File: src/rtl/gatemate_clk_pkg.sv
// Shared clocking definitions: sequencer state encoding, reference clock
// constants and a counter sizing helper.
package gatemate_clk_pkg;

  localparam int STATE_W = 3;
  typedef logic [STATE_W-1:0] state_t;

  localparam logic [STATE_W-1:0] ST_RESET     = 3'd0;
  localparam logic [STATE_W-1:0] ST_CLEAR     = 3'd1;
  localparam logic [STATE_W-1:0] ST_WAIT_LOCK = 3'd2;
  localparam logic [STATE_W-1:0] ST_SETTLE    = 3'd3;
  localparam logic [STATE_W-1:0] ST_RUN       = 3'd4;
  localparam logic [STATE_W-1:0] ST_LOST      = 3'd5;
  localparam logic [STATE_W-1:0] ST_FAULT     = 3'd6;

  // Board oscillator; the lock timeout is derived as a number of reference cycles.
  localparam int REF_CLK_HZ       = 10_000_000;
  localparam int LOCK_TIMEOUT_MS  = 10;
  localparam int LOCK_TIMEOUT_REF = (REF_CLK_HZ / 1000) * LOCK_TIMEOUT_MS;

  // Width of a counter that runs 0 .. limit-1 (never narrower than 1 bit).
  function automatic int cnt_width(input int limit);
    return (limit < 2) ? 1 : $clog2(limit);
  endfunction

endpackage

File: src/rtl/sync_ff.sv
// Generic single-bit multi-flop synchronizer for signals entering a clock domain.
module sync_ff #(
  parameter int STAGES = 2
) (
  input  logic clk,
  input  logic rst_n,
  input  logic d,
  output logic q
);

  logic [STAGES-1:0] chain;

  always_ff @(posedge clk) begin
    if (!rst_n) chain <= '0;
    else        chain <= {chain[STAGES-2:0], d};
  end

  assign q = chain[STAGES-1];

endmodule

File: src/rtl/pll_lock_sequencer.sv
// PLL lock supervisor on the reference clock: pulses the steady-lock detector
// reset, waits for lock with timeout/retries, settles, then releases sys reset.
module pll_lock_sequencer
  import gatemate_clk_pkg::*;
#(
  parameter int SYNC_STAGES     = 2,
  parameter int STDY_RST_CYCLES = 4,
  parameter int SETTLE_CYCLES   = 1024,
  parameter int LOCK_TIMEOUT    = LOCK_TIMEOUT_REF,
  parameter int MAX_RETRIES     = 3,
  parameter int CNT_W           = 8
) (
  input  logic             clock_in,
  input  logic             rst_in,
  input  logic             pll_lock_in,
  input  logic             pll_lock_stdy_in,
  input  logic             retry_in,
  output logic             stdy_rst_out,
  output logic             sys_rst_n_out,
  output logic             ready_out,
  output logic             fault_out,
  output logic [2:0]       state_out,
  output logic [CNT_W-1:0] loss_count_out
);

  localparam int CLR_W = cnt_width(STDY_RST_CYCLES);
  localparam int TO_W  = cnt_width(LOCK_TIMEOUT);
  localparam int SET_W = cnt_width(SETTLE_CYCLES);
  localparam int RTY_W = cnt_width(MAX_RETRIES + 1);

  localparam logic [CLR_W-1:0] CLR_LAST = CLR_W'(STDY_RST_CYCLES - 1);
  localparam logic [TO_W-1:0]  TO_LAST  = TO_W'(LOCK_TIMEOUT - 1);
  localparam logic [SET_W-1:0] SET_LAST = SET_W'(SETTLE_CYCLES - 1);
  localparam logic [RTY_W-1:0] RTY_LAST = RTY_W'(MAX_RETRIES - 1);

  logic lock_sync;
  logic stdy_sync;
  logic lock_ok;

  state_t     state;
  state_t     next_state;
  logic [CLR_W-1:0] clr_cnt;
  logic [TO_W-1:0]  to_cnt;
  logic [SET_W-1:0] settle_cnt;
  logic [RTY_W-1:0] retry_cnt;
  logic [CNT_W-1:0] loss_cnt;
  logic             to_fail;

  sync_ff #(.STAGES(SYNC_STAGES)) u_sync_lock (
    .clk   (clock_in),
    .rst_n (rst_in),
    .d     (pll_lock_in),
    .q     (lock_sync)
  );

  sync_ff #(.STAGES(SYNC_STAGES)) u_sync_stdy (
    .clk   (clock_in),
    .rst_n (rst_in),
    .d     (pll_lock_stdy_in),
    .q     (stdy_sync)
  );

  assign lock_ok = lock_sync & stdy_sync;
  assign to_fail = (state == ST_WAIT_LOCK) && !lock_ok && (to_cnt == TO_LAST);

  // retry_in is a level sampled every edge; a single-cycle high is one request,
  // honoured only while in FAULT and silently dropped in every other state.
  always_comb begin
    next_state = state;
    case (state)
      ST_RESET:     next_state = ST_CLEAR;
      ST_CLEAR:     if (clr_cnt == CLR_LAST) next_state = ST_WAIT_LOCK;
      ST_WAIT_LOCK: begin
        if (lock_ok)      next_state = ST_SETTLE;
        else if (to_fail) next_state = (retry_cnt == RTY_LAST) ? ST_FAULT : ST_CLEAR;
      end
      ST_SETTLE: begin
        if (!lock_ok)                    next_state = ST_WAIT_LOCK;
        else if (settle_cnt == SET_LAST) next_state = ST_RUN;
      end
      ST_RUN:       if (!lock_ok) next_state = ST_LOST;
      ST_LOST:      next_state = ST_CLEAR;
      ST_FAULT:     if (retry_in) next_state = ST_CLEAR;
      default:      next_state = ST_RESET;
    endcase
  end

  always_ff @(posedge clock_in) begin
    if (!rst_in) begin
      state         <= ST_RESET;
      clr_cnt       <= '0;
      to_cnt        <= '0;
      settle_cnt    <= '0;
      retry_cnt     <= '0;
      loss_cnt      <= '0;
      stdy_rst_out  <= 1'b1;
      sys_rst_n_out <= 1'b0;
      ready_out     <= 1'b0;
      fault_out     <= 1'b0;
    end else begin
      state <= next_state;
      // Phase counters run only while the state persists, so every entry starts at zero.
      clr_cnt    <= (state == ST_CLEAR && next_state == ST_CLEAR) ? clr_cnt + CLR_W'(1) : '0;
      to_cnt     <= (state == ST_WAIT_LOCK && next_state == ST_WAIT_LOCK) ?
                    to_cnt + TO_W'(1) : '0;
      settle_cnt <= (state == ST_SETTLE && next_state == ST_SETTLE) ?
                    settle_cnt + SET_W'(1) : '0;

      if (to_fail)
        retry_cnt <= retry_cnt + RTY_W'(1);
      else if ((state == ST_SETTLE && next_state == ST_RUN) ||
               (state == ST_FAULT && next_state == ST_CLEAR))
        retry_cnt <= '0;

      if (state == ST_RUN && next_state == ST_LOST && loss_cnt != '1)
        loss_cnt <= loss_cnt + CNT_W'(1);

      stdy_rst_out  <= (next_state == ST_CLEAR) || (next_state == ST_RESET);
      sys_rst_n_out <= (next_state == ST_RUN);
      ready_out     <= (next_state == ST_RUN);
      fault_out     <= (next_state == ST_FAULT);
    end
  end

  assign state_out      = state;
  assign loss_count_out = loss_cnt;

endmodule

File: config.mk
export PLATFORM = sky130hd
export DESIGN_NAME = pll_lock_sequencer
export DESIGN_NICKNAME = d
export VERILOG_FILES = /design/src/rtl/gatemate_clk_pkg.sv /design/src/rtl/sync_ff.sv /design/src/rtl/pll_lock_sequencer.sv
export SDC_FILE = /design/constraint.sdc
export NUM_CORES = 1
export LEC_CHECK = 0
export ABC_AREA = 1
export CAP_MARGIN = 20
export CORE_MARGIN = 2
export CORE_UTILIZATION = 40
export DETAILED_ROUTE_END_ITERATION = 6
export GPL_TIMING_DRIVEN = 0
export MAX_ROUTING_LAYER = met4
export PLACE_DENSITY = 0.6
export SLEW_MARGIN = 20
export SYNTH_ARGS = -nofsm -noshare
export SYNTH_HDL_FRONTEND = slang
export SYNTH_SLANG_ARGS = --single-unit
File: constraint.sdc
create_clock -name clock_in -period 1.7 [get_ports clock_in]
set_clock_uncertainty 0.15 [all_clocks]
set_input_delay 0.34 -clock clock_in [delete_from_list [all_inputs] [get_ports clock_in]]
set_output_delay 0.34 -clock clock_in [all_outputs]
set_load 0.05 [all_outputs]
* Word-level counts from Yosys, hierarchy flattened
Index checks and enable logic that the tools add are counted.
Operators by class: add/subtract/negate cells 5, equality and inequality tests 17, mux-type cells 11, bitwise gates (word level) 1, reductions and logical operators 19
Operator list (number):
- $mux 3 | 8
- $eq 3x3->1 const B | 6
- $pmux 3 s6 | 1
- $add 17x1->17 const B | 1
- $eq 17x17->1 const B | 1
- $eq 3x2->1 const B | 4
- $add 10x1->10 const B | 1
- $eq 10x10->1 const B | 1
- $logic_and 1x1->1 | 9
- $add 8x1->8 const B | 1
- $ne 8x8->1 const B | 1
- $eq 3x1->1 const B | 2
- $logic_not 3->1 | 2
- $reduce_and 2->1 | 3
- $add 2x1->2 const B | 2
- $eq 2x2->1 const B | 2
- $mux 2 | 2
- $logic_or 1x1->1 | 2
- $reduce_bool 2->1 | 1
- $reduce_or 2->1 | 1
- $and 1x1->1 | 1
- $logic_not 1->1 | 1
Storage, ports and cells: register bits after elaboration 49, bits of input ports 5, output and inout bits 15, word-level logic and storage cells 64

* Depth between registers and ports, before layout
Gate-level depths: netlist of run 1.
depth in word-level cells 12, mapped depth 11

* Hierarchy
A second synthesis of run 1 with hierarchy kept.
Unflattened totals: cells, all modules 308, area total of the unflattened synthesis 2476.1 sq um
By module, submodules not included:
- pll_lock_sequencer | instances 1, cells each 296, area each 2366.0 sq um, sequential area each 900.9 sq um
- sync_ff | instances 2, cells each 6, area each 55.1 sq um, sequential area each 40.0 sq um

* Worst setup path before layout of run 1
No wires, ideal clock.
path kind reg-to-reg, start reg loss_cnt[0], in the netlist loss_count_out[0], end reg loss_cnt[5], in the netlist loss_count_out[5], setup time 120 ps, data arrival time 1757 ps, data required time 1430 ps, setup slack -327 ps, stages on the path, launching flop included 10, period minus slack after synthesis 2027 ps, cells stage by stage dfxtp_1 ha_1 nand2_1 nor2_1 nand3_1 nand2_1 inv_1 nand2_1 xor2_1 nor2_1
On the way: word-level cells in the longest chain between the ends 2
RTL lines:
- start: declaration | line pll_lock_sequencer.sv:46 | logic [CNT_W-1:0] loss_cnt;
- start signal: assignment | line pll_lock_sequencer.sv:116 | loss_cnt <= loss_cnt + CNT_W'(1);
- branches (longest 2 deep; another with $add 8x1->8)
Several ways; the timed one is not identified. A chain may end at the register's enable or synchronous reset.

* Worst setup path after layout of run 1
start reg to_cnt[0], end reg to_cnt[6]
On the way: word-level cells in the longest chain between the ends 8
RTL lines:
- start: declaration | line pll_lock_sequencer.sv:43 | logic [TO_W-1:0] to_cnt;
- start signal: assignment | line pll_lock_sequencer.sv:104 | to_cnt <= (state == ST_WAIT_LOCK && next_state == ST_WAIT_LOCK) ?
- $eq 17x17->1 | line pll_lock_sequencer.sv:64 | assign to_fail = (state == ST_WAIT_LOCK) && !lock_ok && (to_cnt == TO_LAST);
- $logic_and 1x1->1 | line pll_lock_sequencer.sv:64
- $mux 3 | line pll_lock_sequencer.sv:75 | else if (to_fail) next_state = (retry_cnt == RTY_LAST) ? ST_FAULT : ST_CLEAR;
- $mux 3 | line pll_lock_sequencer.sv:74 | if (lock_ok) next_state = ST_SETTLE;
- $pmux 3 s6 | line pll_lock_sequencer.sv:70 | case (state)
- $eq 3x2->1 | line pll_lock_sequencer.sv:104
- $logic_and 1x1->1 | line pll_lock_sequencer.sv:104
- $reduce_and 2->1 (no line)
Several ways; a longest one is shown, not always the timed one.

==> impl_metrics.ini, run 1 <==
[sta]
worst_slack_ns = -0.0865
setup_viol = 17
fmax_mhz = 560
report.final.slew_viol_count = 0
slew-limit-headroom = 0.664
setup_tns_ns = -1.11
post-route-period-util = 1.05
worstMarginPinSlew_ns = 0.504
rsz0062_at_grt = yes
finalCriticalPeriod_ns = 1.79
hold_viol = 0
holdWs_ns = 0.202

[die]
rows = 28
io_pins = 20
initial_core_util = 0.415
dieArea_mm2 = 0.00682
fp.dieW_um = 82.6
core_area_mm2 = 0.00596
die_y_um = 82.6

[pwr]
internal-power_uw = 1470
leakage_uw = 0.00126
pwr-share-seq = 0.606
clockPowerShare = 0.356
p_sw_frac = 0.231
max-vdd-ir-drop_mv = 0.446
p_switching_uw = 441
pwr-share-comb = 0.037
p_per_area_mw_per_mm2 = 572

[worst_setup_path]
critPathMaxFanout = 5
crit_arrival_ns = 1.83
crit_required_ns = 1.74
cp-end-kind = flip-flop
start_kind = flip-flop
criticalPathCategory = reg -> reg

[logic_synthesis]
synth.distinct_cells = 34
synth-warning-count = 0
synth-seq-cells = 49
seq_area_frac_synth = 0.397
syn-num-nets = 326
avgSynthCellArea_um2 = 7.82
syn_area_mm2 = 0.00247
netlist_instances = 316

[global_routing]
antenna_found_initial = 0
grt_max_degree = 16
grt.total_usage = 0.164
met2_usage = 0.270
gr-usage-met1 = 0.191
grt-ovfl-total = 0
met3_usage = 0.0391
grt_pass1_wl_um = 8260
grt_pass1_vias = 1916
grt-busiest-layer = met2

[clock_tree]
cts_made_buffers = 5
cts_sinks = 49
cts_tree = done
clk_path_buf_depth = 2
clock_latency_ns = 0.30
ctsRootBufferMaster = clkbuf_8
cts_max_level = 2
clk_pin_slew_worst_paths_ns = 0.09

[route]
ant_nets = 0
drtPass1Iterations = 4
viasPerCell = 4.69
wl_per_cell_um = 11.5
num_vias = 2085
routed_wl_um = 5130
drc_errors = 0
drt_iter0_drc = 73

[placement]
io_buffer_count = 18
gp_congestion = 0.831
hpwl_um = 3530

[final_layout]
layout-drive-gt1-share = 0.373
area_growth_pct = 35.0
nets = 379
antenna_cells = 0

[min_path]
hold_path_class = in -> reg

[status]
violations = negative setup slack
status = finished with violations

[flow_run]
cap_violations = 0
[power groups by stage]
| stage | Sequential, uW | Combinational (uW) | Clock (uW) |
|---|---|---|---|
| global route | 1160 | 79.0 | 748 |
| global placement | 1180 | 65.1 | 0 |
| detailed placement | 1180 | 65.6 | 0 |
| CTS | 1160 | 67.0 | 713 |
| floorplan | 1190 | 37.8 | 0 |
| finish | 1160 | 71.4 | 680 |
[final cells by class]
type	instances	area, um2
clock buffers	6	72.6
clock inverters	2	15.0
plain buffers	5	47.5
flip-flops and latches	49	1020
inverters	48	185
well taps	75	93.8
repair buffers	46	414
fillers	552	2620
multi-input cells	214	1490
[layout by cell type (no fill, tap or decap), types with 7 or more instances in the layout]
master,n
nor3_1,8
dfxtp_2,19
xor2_1,15
a21oi_1,8
buf_4,23
nor2_4,17
nor2_2,8
inv_1,41
nand2_1,35
nand2_2,8
nand3_1,19
nor2_1,41
nand4_1,7
dfxtp_1,25
[cells by family (layout without fill, tap and decap cells)]
logic type / count (synthesis) / after routing / synth area share
adder cells (fa/ha/maj): 5 / 5 / 0.0253
buffers and inverters: 53 / 107 / 0.0906
AO/OA/AOI/OAI: 22 / 22 / 0.0496
AND/OR/NAND/NOR: 166 / 166 / 0.363
flip-flops: 49 / 49 / 0.397
XOR/XNOR: 21 / 21 / 0.0744
[layer usage]
layer | vias to the layer above | routed length, um
li1 | 1112 | -
met3 | 11 | 143
met4 | 0 | 101
met5 | - | 0
met1 | 933 | 2330
met2 | 29 | 2550
[sequential cells by signal (all words and copies together) (netlist names)]
name,flops
settle_cnt,10
u_sync_lock.chain,2
clr_cnt,2
fault_out,1
state_out,3
to_cnt,17
stdy_rst_out,1
u_sync_stdy.chain,2
loss_count_out,8
retry_cnt,2
ready_out,1
[cell usage after synthesis]
cell / instances / area share
a31oi_1: 2 / 0.0051
nand3_2: 4 / 0.016
ha_1: 5 / 0.025
o21ai_1: 1 / 0.0020
o21ai_0: 5 / 0.010
nand4_4: 2 / 0.017
nand4_1: 7 / 0.018
nor2_4: 11 / 0.050
xnor2_1: 6 / 0.021
nand2_2: 4 / 0.010
xor2_1: 15 / 0.053
dfxtp_1: 49 / 0.40
nor3b_1: 1 / 0.0030
nor3_1: 8 / 0.016
o31ai_1: 1 / 0.0030
nor4_1: 2 / 0.0051
inv_1: 44 / 0.067
o22ai_1: 2 / 0.0051
nand3_1: 25 / 0.051
nor2_1: 52 / 0.079
nand2_1: 41 / 0.062
o21a_1: 1 / 0.0030
nor3_2: 1 / 0.0041
buf_12: 1 / 0.0081
or2_0: 1 / 0.0025
a21oi_1: 9 / 0.018
nor2_2: 3 / 0.0076
nor2_8: 2 / 0.016
inv_2: 4 / 0.0061
buf_4: 2 / 0.0061
clkbuf_1: 1 / 0.0015
and3_1: 2 / 0.0051
buf_2: 1 / 0.0020
o211ai_1: 1 / 0.0030
[through the flow]
step | total power (uW) | cells | setup slack [ns] | instance area [um2] | utilization
after global placement | 1250 | 409 | -0.314 | 2790 | 0.469
final | 1910 | 445 | -0.0865 | 3340 | 0.560
after global routing | 1990 | 445 | -0.181 | 3340 | 0.560
after floorplan | 1230 | 316 | 0.000805 | 2520 | -
after detailed placement | 1250 | 409 | -0.311 | 2790 | 0.469
after CTS | 1940 | 432 | -0.111 | 3110 | 0.523
[worst paths after layout]
kind / depth (start not counted) / to / start / slack, ns
setup / recovery: 12 / to_cnt[6] / to_cnt[0] / -0.09
hold / removal: 3 / loss_count_out[0] / rst_in / 0.20
setup reg to reg: 12 / to_cnt[6] / to_cnt[0] / -0.09
hold reg to reg: 2 / u_sync_stdy.chain[1] / u_sync_stdy.chain[0] / 0.27
[timing repair]
action / CTS / global route
hold buffers: 0 / 0
gates cloned: 1 / 1
setup buffers: 14 / 12
pin swaps: 12 / 11
setup endpoints to repair: 38 / 37
gates resized for setup: 52 / 54
[worst max-delay path, stage by stage, from the launching register on]
cell and delay, ns:
dfxtp_2 0.36, ha_4 0.17, nand2_4 0.06, nor2_4 0.10, nand3_2 0.10, nor2_4 0.12, nand3_4 0.10, nand3_4 0.11
nor2_4 0.05, nand4_4 0.09, buf_12 0.12, buf_12 0.13, nor2_4 0.03
Power figures use the tool's default switching activity.
==> run 2: changes to the inputs <==
--- a/config.mk
+++ b/config.mk
@@ -7,12 +7,13 @@
 export LEC_CHECK = 0
 export ABC_AREA = 1
 export CAP_MARGIN = 20
-export CORE_MARGIN = 2
+export CORE_MARGIN = 1.5
 export CORE_UTILIZATION = 40
 export DETAILED_ROUTE_END_ITERATION = 6
 export GPL_TIMING_DRIVEN = 0
 export MAX_ROUTING_LAYER = met4
 export PLACE_DENSITY = 0.6
+export SKIP_LAST_GASP = 1
 export SLEW_MARGIN = 20
 export SYNTH_ARGS = -nofsm -noshare
 export SYNTH_HDL_FRONTEND = slang
==> impl_metrics.ini, run 2 (synthesized netlist as in run 1, its figures left out) <==
[status]
status = finished with violations
violations = negative setup slack

[die]
io_pins = 20
core_area_mm2 = 0.00596
dieArea_mm2 = 0.00666
fp.dieW_um = 81.6
initial_core_util = 0.415
rows = 28
die_y_um = 81.6

[worst_setup_path]
cp_slowest_cell = dfxtp_2
regToRegStartpoint = to_cnt[1]
critPathBufInv = 2
cp-end-kind = flip-flop
rr_worst_depth = 12
ff2ff_setup_slack_ns = -0.12
crit_required_ns = 1.74
regToRegEndpoint = to_cnt[4]
crit_top_cell = nor2_4
critPathMaxFanout = 5
criticalPathCategory = reg -> reg
start_kind = flip-flop
crit_arrival_ns = 1.86
critical-path-top-delay-family = simple AND/OR/NAND/NOR gates
critPathMaxStageDelay_ns = 0.36
path_cells = ha_4 -> nand2_4 -> nor2_4 -> nand3_2 -> nor2_4 -> nand3_4 -> nand3_4 -> nor2_4 -> nand4_4 -> buf_12 -> buf_12 -> nor2_4

[final_layout]
antenna_cells = 0
layout_common_cells = inv_1 (42), nor2_1 (38), nand2_1 (35), dfxtp_1 (26), dfxtp_2 (19)
nets = 372
stdcell_count = 438
fill_cells = 534
largest_reg_flops = 17
regMostFlops = to_cnt
area_growth_pct = 35.5
layout-drive-gt1-share = 0.366
final_common_cell = inv_1

[global_routing]
grt_max_degree = 16
grt.total_usage = 0.175
antenna_found_initial = 0
grt_pass1_wl_um = 8770
grt_pass1_vias = 2041
grt-ovfl-total = 0

[clock_tree]
clock_latency_ns = 0.29
cts_max_level = 2
clk_pin_slew_worst_paths_ns = 0.09
cts_made_buffers = 5
clk_path_buf_depth = 2
cts_sinks = 49
cts_tree = done
ctsRootBufferMaster = clkbuf_8

[pwr]
max-vdd-ir-drop_mv = 0.386
total_power_uw = 2190
p_per_area_mw_per_mm2 = 654
leakage_uw = 0.00128

[placement]
hpwl_um = 3490
gp_congestion = 0.843
post-place-cells = 409
io_buffer_count = 18

[route]
drc_errors = 0
viasPerCell = 4.79
drt_iter0_drc = 71
wl_per_cell_um = 11.7
drtPass1Iterations = 4
routed_wl_um = 5120
ant_nets = 0
num_vias = 2096

[min_path]
holdPathEnd = loss_count_out[0]
hold_path_class = in -> reg
hold_start = rst_in
hold_path_depth = 3

[sta]
fmax_mhz = 549
post-route-period-util = 1.07
finalCriticalPeriod_ns = 1.82
worstMarginPinSlew_ns = 0.497
rsz0062_at_grt = yes
report.final.slew_viol_count = 0
setup_viol = 19
holdWs_ns = 0.211
slew-limit-headroom = 0.668
hold_viol = 0
worst_slack_ns = -0.122

[flow_run]
cap_violations = 0
## run 2: changes by cell type in the layout (fill, tap and decap cells not counted), moves of 2 or more
cell	before	now
buf_4	23	16
bufinv_16	0	2
clkdlybuf4s15_2	4	2
clkinvlp_4	2	0
dlygate4sd2_1	1	3
inv_4	2	0
nand3_1	19	14
nand3_2	6	11
nor2_1	41	38
nor2_2	8	11
## run 2: worst reg2reg max path: stages (launching register included)
cell,delay [ns]
dfxtp_2,0.36
ha_4,0.17
nand2_4,0.05
nor2_4,0.12
nand3_2,0.10
nor2_4,0.12
nand3_4,0.09
nand3_4,0.11
nor2_4,0.05
nand4_4,0.12
buf_12,0.12
buf_12,0.13
nor2_4,0.03
## run 2: final cells by class
class,instances,area [um2],area share
clock buffer,5,68.8,0.0206
sequential,49,1020,0.305
tap,75,93.8,0.0280
clock inverter,3,65.1,0.0194
multi-input combinational,214,1500,0.449
buffer,5,47.5,0.0142
timing repair buffer,39,370,0.111
inverter,48,180,0.0538
## run 2: worst max-delay path by stage
stage                      end  slack (ns)     startpoint  cells past startpoint
global route         to_cnt[7]       -0.18     to_cnt[10]                     11
floorplan            to_cnt[5]      0.0008  settle_cnt[1]                     11
global placement    to_cnt[13]       -0.31       retry_in                      7
detailed placement   to_cnt[9]       -0.28       retry_in                      7
CTS                  to_cnt[4]       -0.10      to_cnt[0]                     12
finish               to_cnt[4]       -0.12      to_cnt[1]                     12
## run 2: per-layer routing
metal	track usage	routed length, um	up-vias
met1	0.201	2280	963
met2	0.297	2560	28
met5	-	0	-
li1	-	-	1093
met4	0.0763	136	0
met3	0.0322	146	12
## run 2: through the flow
step	util	TNS, ns	instance area (um2)	worst slack (ns)
3_3_place_gp	0.469	-4.20	2790	-0.313
2_1_floorplan	-	0	2520	0.000805
6_report	0.562	-1.78	3350	-0.122
5_1_grt	0.562	-3.37	3350	-0.182
4_1_cts	0.542	-1.43	3230	-0.100
3_5_place_dp	0.469	-3.86	2790	-0.284
## run 2: where the power goes
group          internal (uW)  switching [uW]  leakage (uW)  total, uW
Sequential              1150            8.30      0.000409       1160
Clock                    584             378     0.0000681        962
Combinational           28.4            42.7      0.000803       71.1
## run 2: what timing repair did
action,4_1_cts,5_1_grt
hold buffers,0,0
setup buffers,18,2
pin swaps,15,19
resized for setup,55,46
setup endpoints to repair,37,45
gates cloned,1,1
==> run 3: changes to the inputs <==
--- a/config.mk
+++ b/config.mk
@@ -13,6 +13,7 @@
 export GPL_TIMING_DRIVEN = 0
 export MAX_ROUTING_LAYER = met4
 export PLACE_DENSITY = 0.6
+export SKIP_CTS_REPAIR_TIMING = 1
 export SKIP_LAST_GASP = 1
 export SLEW_MARGIN = 20
 export SYNTH_ARGS = -nofsm -noshare
==> impl_metrics.ini, run 3 (synthesized netlist as in run 1, its figures left out) <==
[status]
status = finished with violations
violations = negative setup slack

[global_routing]
grt_max_degree = 16
grt-ovfl-total = 0
grt_pass1_wl_um = 8020
antenna_found_initial = 0
grt_pass1_vias = 1872
grt.total_usage = 0.159

[sta]
rsz0062_at_grt = yes
slew-limit-headroom = 0.661
worst_slack_ns = -0.198
report.final.slew_viol_count = 0
hold_viol = 0
setup_viol = 18
worstMarginPinSlew_ns = 0.508
post-route-period-util = 1.12
finalCriticalPeriod_ns = 1.90
setup_tns_ns = -2.74
fmax_mhz = 527

[clock_tree]
cts_tree = done
ctsRootBufferMaster = clkbuf_8
clock_latency_ns = 0.30
clk_pin_slew_worst_paths_ns = 0.09
clk_path_buf_depth = 2
cts_max_level = 2
cts_made_buffers = 5
cts_sinks = 49

[worst_setup_path]
cp_slowest_cell = dfxtp_4
crit_top_cell = nor2_4
regToRegStartpoint = to_cnt[0]
critPathMaxFanout = 6
critPathMaxStageDelay_ns = 0.37
cp-end-kind = flip-flop
start_kind = flip-flop
critPathBufInv = 1
path_cells = ha_4 -> nand2_4 -> nor2_4 -> nand3_2 -> nor2_4 -> nand3_4 -> nand3_4 -> nor2_4 -> nand4_4 -> clkbuf_16 -> nor2_4
criticalPathCategory = reg -> reg
crit_arrival_ns = 1.95
critical-path-top-delay-family = simple AND/OR/NAND/NOR gates
regToRegEndpoint = to_cnt[11]
rr_worst_depth = 11
crit_required_ns = 1.75
ff2ff_setup_slack_ns = -0.20

[final_layout]
layout-drive-gt1-share = 0.261
nets = 362
antenna_cells = 0
final_common_cell = nor2_1
largest_reg_flops = 17
fin_area_mm2 = 0.00323
layout_common_cells = nor2_1 (44), inv_1 (43), nand2_1 (37), dfxtp_1 (36), nand3_1 (19)
regMostFlops = to_cnt
fin_util = 0.543
area_growth_pct = 30.9

[die]
core_area_mm2 = 0.00596
dieArea_mm2 = 0.00666
fp.dieW_um = 81.6
die_y_um = 81.6
io_pins = 20
initial_core_util = 0.415
rows = 28

[route]
drtPass1Iterations = 4
viasPerCell = 4.76
drc_errors = 0
wl_met3_um = 138
wl_met2_um = 2470
wl_per_cell_um = 11.6
drt_iter0_drc = 46
num_vias = 2038
highest_layer = met4
wl_met1_um = 2250
ant_nets = 0
routed_wl_um = 4960

[pwr]
leakage_uw = 0.00143
max-vdd-ir-drop_mv = 0.385
p_per_area_mw_per_mm2 = 675

[placement]
io_buffer_count = 18
placed_area_mm2 = 0.00279
gp_congestion = 0.843
hpwl_um = 3490

[min_path]
holdPathEnd = loss_count_out[0]
hold_start = rst_in
hold_path_class = in -> reg
hold_path_depth = 3

[flow_run]
cap_violations = 0
[run 3: cell types whose count changed in the layout (fill, tap and decap cells not counted), moves of 4 or more]
cell | before | now
nand3_1 | 14 | 19
nand3_2 | 11 | 7
buf_4 | 16 | 7
dlymetal6s2s_1 | 0 | 15
nor2_1 | 38 | 44
dfxtp_1 | 26 | 36
clkbuf_2 | 5 | 0
nor2_2 | 11 | 6
dfxtp_2 | 19 | 7
clkdlybuf4s15_1 | 5 | 0
[run 3: final cells by class]
type / count / area, um2
multi-input cells: 214 / 1430
clock inverters: 3 / 65.1
repair buffers: 29 / 333
flip-flops and latches: 49 / 1010
fillers: 552 / 2720
plain buffers: 5 / 47.5
well taps: 75 / 93.8
inverters: 48 / 180
clock buffers: 5 / 68.8
[run 3: worst min-delay path, delay by kind of cell]
kind	cells	cell delay (ns)
AO/OA/AOI/OAI	2	0.12
buffers and inverters	1	0.14
[run 3: routing by layer]
layer,GRT usage,up-vias
met3,0.0311,10
met5,-,-
met2,0.264,22
li1,-,1069
met1,0.191,937
met4,0.0610,0
[run 3: how the worst max path moves through the flow]
| stage | slack (ns) | startpoint | end | cells past startpoint |
|---|---|---|---|---|
| 3_5_place_dp | -0.28 | retry_in | to_cnt[9] | 7 |
| 3_3_place_gp | -0.31 | retry_in | to_cnt[13] | 7 |
| 6_report | -0.20 | to_cnt[0] | to_cnt[11] | 11 |
| 2_1_floorplan | 0.0008 | settle_cnt[1] | to_cnt[5] | 11 |
| 4_1_cts | -0.34 | loss_count_out[6] | loss_count_out[6] | 1 |
| 5_1_grt | -0.29 | to_cnt[0] | to_cnt[11] | 11 |
[run 3: report_power, final]
group | total [uW] | switching (uW) | internal (uW)
clock | 965 | 381 | 584
combinational | 66.5 | 41.4 | 25.1
sequential | 1150 | 6.82 | 1150
[run 3: per-stage QoR]
stage | std cells | power [uW] | setup WS (ns) | hold WS [ns]
3_3_place_gp | 409 | 1250 | -0.313 | 0.248
4_1_cts | 417 | 2210 | -0.340 | 0.190
3_5_place_dp | 409 | 1250 | -0.284 | 0.259
2_1_floorplan | 316 | 1230 | 0.000805 | 0.240
6_report | 428 | 2180 | -0.198 | 0.201
5_1_grt | 428 | 2260 | -0.289 | 0.218
